<file path="config.mk">
export PLATFORM = sky130hd
export DESIGN_NAME = max_pool
export DESIGN_NICKNAME = d
export VERILOG_FILES = /design/src/rtl/max_pool.sv
export SDC_FILE = /design/constraint.sdc
export NUM_CORES = 1
export LEC_CHECK = 0
export ABC_CLOCK_PERIOD_IN_PS = 7800
export BUFFER_PORTS_ARGS = -buffer_cell sky130_fd_sc_hd__buf_4
export CAP_MARGIN = 20
export CORE_AREA = 2 2 206 158
export DETAILED_ROUTE_END_ITERATION = 12
export DIE_AREA = 0 0 208 160
export PLACE_DENSITY = 0.65
export REMOVE_ABC_BUFFERS = 1
export SYNTH_ARGS = -nofsm -noshare
export SYNTH_HDL_FRONTEND = slang
export SYNTH_SLANG_ARGS = --single-unit
</file>
<file path="constraint.sdc">
create_clock -name clk -period 7.8 [get_ports clk]
set_input_delay 0.39 -clock clk [delete_from_list [all_inputs] [get_ports clk]]
set_output_delay 0.39 -clock clk [all_outputs]
set_load 0.1 [all_outputs]
</file>
<file path="src/rtl/max_pool.sv">
// -----------------------------------------------------------------------------
// max_pool
//   2x2, stride-2 max pooling over NUM_CHNL feature maps held in DRAM.
//   Each output word costs four DRAM reads (one per window element) followed
//   by one DRAM write of the window maximum. Outputs are written sequentially
//   from OUT_BASE, walking channel-major, then row, then column.
//
//   Optional feature macro: POOL_RELU_EN
//     defined   : negative maxima are written as 0 (ReLU after pooling)
//     undefined : the raw signed maximum is written
//
// Ports
//   clk         single clock, rising edge
//   srst        synchronous active-high reset
//   enable      start/run request; dropping it aborts a run or leaves DONE
//   dram_valid  read data on data_in valid this cycle
//   data_in     DRAM read data (signed activation)
//   data_out    pooled write data (0 when dram_en_wr=0)
//   addr_in     DRAM read address (0 when dram_en_rd=0)
//   addr_out    DRAM write address (0 when dram_en_wr=0)
//   dram_en_rd  read request, held until dram_valid
//   dram_en_wr  one-cycle write strobe
//   done        all channels pooled (held while enable=1)
// -----------------------------------------------------------------------------
module max_pool #(
    parameter int DATA_WIDTH  = 32,
    parameter int ADDR_WIDTH  = 18,
    parameter int FMAP_WIDTH  = 24,
    parameter int FMAP_HEIGHT = 24,
    parameter int NUM_CHNL    = 6,
    parameter logic [ADDR_WIDTH-1:0] IN_BASE  = 18'd0,
    parameter logic [ADDR_WIDTH-1:0] OUT_BASE = 18'd4096
) (
    input  logic                  clk,
    input  logic                  srst,
    input  logic                  enable,
    input  logic                  dram_valid,
    input  logic [DATA_WIDTH-1:0] data_in,
    output logic [DATA_WIDTH-1:0] data_out,
    output logic [ADDR_WIDTH-1:0] addr_in,
    output logic [ADDR_WIDTH-1:0] addr_out,
    output logic                  dram_en_rd,
    output logic                  dram_en_wr,
    output logic                  done
);

    localparam logic [ADDR_WIDTH-1:0] FRAME_SZ = ADDR_WIDTH'(FMAP_WIDTH * FMAP_HEIGHT);
    localparam logic [ADDR_WIDTH-1:0] ROW_SZ   = ADDR_WIDTH'(FMAP_WIDTH);
    localparam logic [ADDR_WIDTH-1:0] X_LAST   = ADDR_WIDTH'(FMAP_WIDTH / 2 - 1);
    localparam logic [ADDR_WIDTH-1:0] R_LAST   = ADDR_WIDTH'(FMAP_HEIGHT / 2 - 1);
    localparam logic [ADDR_WIDTH-1:0] C_LAST   = ADDR_WIDTH'(NUM_CHNL - 1);
    localparam logic [ADDR_WIDTH-1:0] ONE_A    = ADDR_WIDTH'(1);

    typedef enum logic [1:0] {
        S_IDLE  = 2'd0,
        S_READ  = 2'd1,
        S_WRITE = 2'd2,
        S_DONE  = 2'd3
    } state_t;

    state_t                  state_q, state_d;
    logic [ADDR_WIDTH-1:0]   c_q, c_d, r_q, r_d, x_q, x_d, idx_q, idx_d;
    logic [1:0]              k_q, k_d;          // window element: {dy,dx}
    logic [DATA_WIDTH-1:0]   max_q, max_d;
    logic                    rd_q, rd_d, wr_q, wr_d, done_q, done_d;
    logic [DATA_WIDTH-1:0]   dout_q, dout_d;
    logic [ADDR_WIDTH-1:0]   ain_q, ain_d, aout_q, aout_d;

    logic [DATA_WIDTH-1:0]   win_max_s;
    logic [ADDR_WIDTH-1:0]   c_nx_s, r_nx_s, x_nx_s;
    logic                    last_win_s;

    // Read address of window element k for output position (c, r, x).
    function automatic logic [ADDR_WIDTH-1:0] rd_addr(
        input logic [ADDR_WIDTH-1:0] c,
        input logic [ADDR_WIDTH-1:0] r,
        input logic [ADDR_WIDTH-1:0] x,
        input logic [1:0]            k
    );
        logic [ADDR_WIDTH-1:0] row;
        logic [ADDR_WIDTH-1:0] col;
        row = {r[ADDR_WIDTH-2:0], k[1]};
        col = {x[ADDR_WIDTH-2:0], k[0]};
        return IN_BASE + c * FRAME_SZ + row * ROW_SZ + col;
    endfunction

    // Value written for a finished window.
    function automatic logic [DATA_WIDTH-1:0] out_val(input logic [DATA_WIDTH-1:0] v);
`ifdef POOL_RELU_EN
        return v[DATA_WIDTH-1] ? {DATA_WIDTH{1'b0}} : v;
`else
        return v;
`endif
    endfunction

    // Running maximum including the word arriving this cycle; first word loads directly.
    always_comb begin
        win_max_s = max_q;
        if (k_q == 2'd0) begin
            win_max_s = data_in;
        end else if ($signed(data_in) > $signed(max_q)) begin
            win_max_s = data_in;
        end else begin
            win_max_s = max_q;
        end
    end

    // Next output position in channel/row/column order.
    always_comb begin
        last_win_s = (x_q == X_LAST) && (r_q == R_LAST) && (c_q == C_LAST);
        c_nx_s     = c_q;
        r_nx_s     = r_q;
        x_nx_s     = x_q + ONE_A;
        if (x_q == X_LAST) begin
            x_nx_s = '0;
            if (r_q == R_LAST) begin
                r_nx_s = '0;
                c_nx_s = c_q + ONE_A;
            end else begin
                r_nx_s = r_q + ONE_A;
            end
        end else begin
            x_nx_s = x_q + ONE_A;
        end
    end

    // Next-state and next-output logic; strobes and buses default to 0 each cycle.
    always_comb begin
        state_d = state_q;
        c_d     = c_q;
        r_d     = r_q;
        x_d     = x_q;
        k_d     = k_q;
        idx_d   = idx_q;
        max_d   = max_q;
        rd_d    = 1'b0;
        wr_d    = 1'b0;
        done_d  = 1'b0;
        dout_d  = '0;
        ain_d   = '0;
        aout_d  = '0;
        case (state_q)
            S_IDLE: begin
                c_d   = '0;
                r_d   = '0;
                x_d   = '0;
                k_d   = 2'd0;
                idx_d = '0;
                max_d = '0;
                if (enable) begin
                    state_d = S_READ;
                    rd_d    = 1'b1;
                    ain_d   = rd_addr('0, '0, '0, 2'd0);
                end else begin
                    state_d = S_IDLE;
                end
            end
            S_READ: begin
                if (!enable) begin
                    state_d = S_IDLE;
                    c_d     = '0;
                    r_d     = '0;
                    x_d     = '0;
                    k_d     = 2'd0;
                    idx_d   = '0;
                    max_d   = '0;
                end else if (dram_valid) begin
                    max_d = win_max_s;
                    if (k_q == 2'd3) begin
                        state_d = S_WRITE;
                        k_d     = 2'd0;
                        wr_d    = 1'b1;
                        dout_d  = out_val(win_max_s);
                        aout_d  = OUT_BASE + idx_q;
                    end else begin
                        k_d   = k_q + 2'd1;
                        rd_d  = 1'b1;
                        ain_d = rd_addr(c_q, r_q, x_q, k_q + 2'd1);
                    end
                end else begin
                    // Hold the request until the DRAM answers.
                    rd_d  = 1'b1;
                    ain_d = ain_q;
                end
            end
            S_WRITE: begin
                if (!enable) begin
                    state_d = S_IDLE;
                    c_d     = '0;
                    r_d     = '0;
                    x_d     = '0;
                    k_d     = 2'd0;
                    idx_d   = '0;
                    max_d   = '0;
                end else if (last_win_s) begin
                    state_d = S_DONE;
                    done_d  = 1'b1;
                end else begin
                    state_d = S_READ;
                    idx_d   = idx_q + ONE_A;
                    c_d     = c_nx_s;
                    r_d     = r_nx_s;
                    x_d     = x_nx_s;
                    rd_d    = 1'b1;
                    ain_d   = rd_addr(c_nx_s, r_nx_s, x_nx_s, 2'd0);
                end
            end
            S_DONE: begin
                if (enable) begin
                    done_d = 1'b1;
                end else begin
                    state_d = S_IDLE;
                end
            end
            default: begin
                state_d = S_IDLE;
            end
        endcase
    end

    // State, counters and registered outputs.
    always_ff @(posedge clk) begin
        if (srst) begin
            state_q <= S_IDLE;
            c_q     <= '0;
            r_q     <= '0;
            x_q     <= '0;
            k_q     <= 2'd0;
            idx_q   <= '0;
            max_q   <= '0;
            rd_q    <= 1'b0;
            wr_q    <= 1'b0;
            done_q  <= 1'b0;
            dout_q  <= '0;
            ain_q   <= '0;
            aout_q  <= '0;
        end else begin
            state_q <= state_d;
            c_q     <= c_d;
            r_q     <= r_d;
            x_q     <= x_d;
            k_q     <= k_d;
            idx_q   <= idx_d;
            max_q   <= max_d;
            rd_q    <= rd_d;
            wr_q    <= wr_d;
            done_q  <= done_d;
            dout_q  <= dout_d;
            ain_q   <= ain_d;
            aout_q  <= aout_d;
        end
    end

    assign data_out   = dout_q;
    assign addr_in    = ain_q;
    assign addr_out   = aout_q;
    assign dram_en_rd = rd_q;
    assign dram_en_wr = wr_q;
    assign done       = done_q;

endmodule

</file>
==> flow_metrics.env <==
export IMPL_ctsHoldBuffers=0
export IMPL_synth_edf_count=0
export IMPL_max_slew_margin_pct=14.9
export IMPL_dp_hpwl_um=24900
export IMPL_hold_viol=0
export IMPL_tritoncts="yes"
export IMPL_crit_type="register to register"
export IMPL_antenna_found_initial=0
export IMPL_skew_ns=0.0172
export IMPL_cap_violations=0
export IMPL_run_status="completed"
export IMPL_cts_root_buffer="clkbuf_16"
export IMPL_synth_seq_cells=179
export IMPL_syn_mean_instance_area_um2=8.32
export IMPL_power_density_mw_per_mm2=139
export IMPL_p_leak_nw=5.98
export IMPL_worst_pin_slew_ns=1.26
export IMPL_synthToLayoutAreaGrowth_pct=15.1
export IMPL_drc=0
export IMPL_slowest_delay_ns=0.59
export IMPL_p_total_w=0.00192
export IMPL_drt_initial_drc_count=817
export IMPL_yosysTopAreaCell="dfxtp_1"
export IMPL_postCtsSetupBuffers=0
export IMPL_clk_pin_slew_ns=0.08
export IMPL_vias=10700
export IMPL_avgViaCountPerCell=5.48
export IMPL_cp_start_kind="register"
export IMPL_grt_overflow_total=0
export IMPL_tns_ns=0
export IMPL_syn_inst=1446
export IMPL_die_y_um=160
export IMPL_n_fill_cell=3163
export IMPL_pin_count=107
export IMPL_gp_congestion=0.899
export IMPL_h_tree_depth=4
export IMPL_ys_types=60
export IMPL_dominantRegCellSynth="dfxtp_1"
export IMPL_die_area_mm2=0.0333
export IMPL_synth_top_area_share_pct=29.8
export IMPL_post_drt_wl_per_cell_um=17.6
export IMPL_insertion_delay_ns=0.46
export IMPL_postCtsResizedCells=0
export IMPL_synth_common_cells="dfxtp_1, a21oi_1, ha_1"
export IMPL_fin_crit_ns=7.11
export IMPL_path_cells="ha_1, or4b_1, nor3_1, buf_4, nand2_1, nor4_1, nand3_1, xnor2_1, ha_1, ha_1, a21oi_1, o21bai_1, a21oi_1, xor2_1, fa_1, xor2_1, xnor2_1, xnor2_1, xnor3_1, xnor3_1, xnor2_1, xnor2_1, a32oi_1, a21oi_1"
export IMPL_cts_buffers=17
export IMPL_cp_slowest_cell="nor4_1"
export IMPL_arrival_ns=7.43
export IMPL_fin_nets=1722
export IMPL_hold_class="input port to register"
export IMPL_syn_area_mm2=0.0120
export IMPL_drive_gt1_share_pct=11.0
export IMPL_fin_crit_sh_pct=91.2
export IMPL_finalSetupViolations=0
export IMPL_grt_usage_pct=20.6
export IMPL_critPathMaxFanout=10
export IMPL_grt_pass1_vias=10000
export IMPL_finalMaxSlewViolations=0
export IMPL_antenna_left=0
export IMPL_ir_worst_vdd_mv=0.128
export IMPL_n_antenna_cell=0
export IMPL_yosysSeqAreaShare_pct=29.8
export IMPL_routed_wl_um=34300
export IMPL_yosysMostFrequentCell="dfxtp_1"
export IMPL_synth_area_leaders="dfxtp_1, ha_1, a21oi_1"
export IMPL_die_w_um=208
export IMPL_grt_pass1_wl_um=54800
export IMPL_synth_warnings=0
export IMPL_core_mm2=0.0315
export IMPL_grt_max_degree=51
export IMPL_rows=57
export IMPL_clock_tree_buffer_depth=2
export IMPL_worstPathRequired_ns=8.12
export IMPL_synthArstFlopShare_pct=0
export IMPL_cp_common_cell="xnor2_1"
export IMPL_max_freq_ghz=0.141
export IMPL_dr_pass1_iters=5
export IMPL_grt_setup_unrepaired="no"
export IMPL_initial_core_util_pct=38.2
export IMPL_cts_sinks=179
export IMPL_critPathCaptureType="register"
export IMPL_portBuffers=106
==> per-stage QoR <==
step           hold WS, ns  instances  util [%]  instance area, µm²  setup WS, ns
6_report             0.152       1948      43.9               13900         0.689
5_1_grt              0.139       1948      43.9               13900         0.285
4_1_cts              0.135       1948      43.9               13900         0.839
3_5_place_dp         0.448       1916      42.0               13200         0.895
3_3_place_gp         0.445       1916      42.0               13200          1.05
2_1_floorplan        0.443       1382         -               11800          1.52
==> worst max-delay path, delay by kind of cell, from the launching register on <==
family	cells	cell delay [ns]
flops	1	0.57
simple gates	5	1.92
xor+xnor	9	1.96
buf+inv	1	0.26
fa+ha+maj	4	1.47
compound gates	5	0.80
==> area by class of cell <==
cell class                      count  area, µm²  share of cell area, %
Multi-Input combinational cell   1096       7840                   56.6
Clock inverter                     14        166                   1.20
Clock buffer                       18        439                   3.17
Sequential cell                   179       3580                   25.9
Inverter                          107        402                   2.90
Timing Repair Buffer              121        908                   6.56
Tap cell                          413        517                   3.73
==> where the power goes <==
group          switching [W]  leakage, nW  total, W  internal [W]
Sequential        0.00000306         1.44  0.000920      0.000917
Clock               0.000449        0.282  0.000886      0.000438
Combinational      0.0000771         4.25  0.000115     0.0000379
Total               0.000529         5.98   0.00192       0.00139
==> metal layers <==
| metal | track usage [%] | vias up | wire (µm) |
|---|---|---|---|
| li1 | - | 5211 | - |
| met1 | 31.1 | 5075 | 16900 |
| met2 | 29.9 | 351 | 14400 |
| met3 | 3.95 | 34 | 2530 |
| met4 | 5.03 | 0 | 459 |
| met5 | 0 | - | 0 |
==> sequential cells by signal (all words and copies together) (netlist names) <==
name / count
x_q: 18
c_q: 18
state_q: 2
data_out: 32
dram_en_rd: 1
idx_q: 18
addr_out: 18
k_q: 2
r_q: 18
done: 1
addr_in: 18
max_q: 32
dram_en_wr: 1
==> path summary, 6_finish.rpt <==
kind          startpoint           to  slack [ns]  cells past startpoint
max               r_q[0]  addr_in[17]        0.69                     24
min          data_in[17]    max_q[17]        0.15                      2
max reg2reg       r_q[0]  addr_in[17]        0.69                     24
min reg2reg  addr_in[13]  addr_in[13]        0.46                      2
==> layout by cell type, fill, tap and decap left out, drive strengths merged, types with 8 or more instances in the layout <==
cell,count
and3,19
fa,28
and2,18
nand2,94
nor4,8
clkbuf,18
xor2,52
xnor2,66
o22ai,8
ha,136
nor2,113
a22oi,15
nor3,26
nand3,86
nor2b,12
o21ai,88
a21o,24
a31oi,8
inv,111
a22o,33
or3,14
nand4,24
a21oi,141
and4,10
buf,121
dfxtp,179
==> cell families (layout without fill, tap and decap cells) <==
family | count (synthesis) | count (layout) | share of synthesized area, %
adder cells (fa/ha/maj) | 164 | 164 | 18.8
AO/OA/AOI/OAI | 358 | 358 | 18.1
XOR/XNOR | 120 | 120 | 8.96
buffers and inverters | 171 | 260 | 5.43
flip-flops | 179 | 179 | 29.8
AND/OR/NAND/NOR | 452 | 452 | 18.8
multiplexers | 2 | 2 | 0.177
Power figures use the tool's default switching activity.
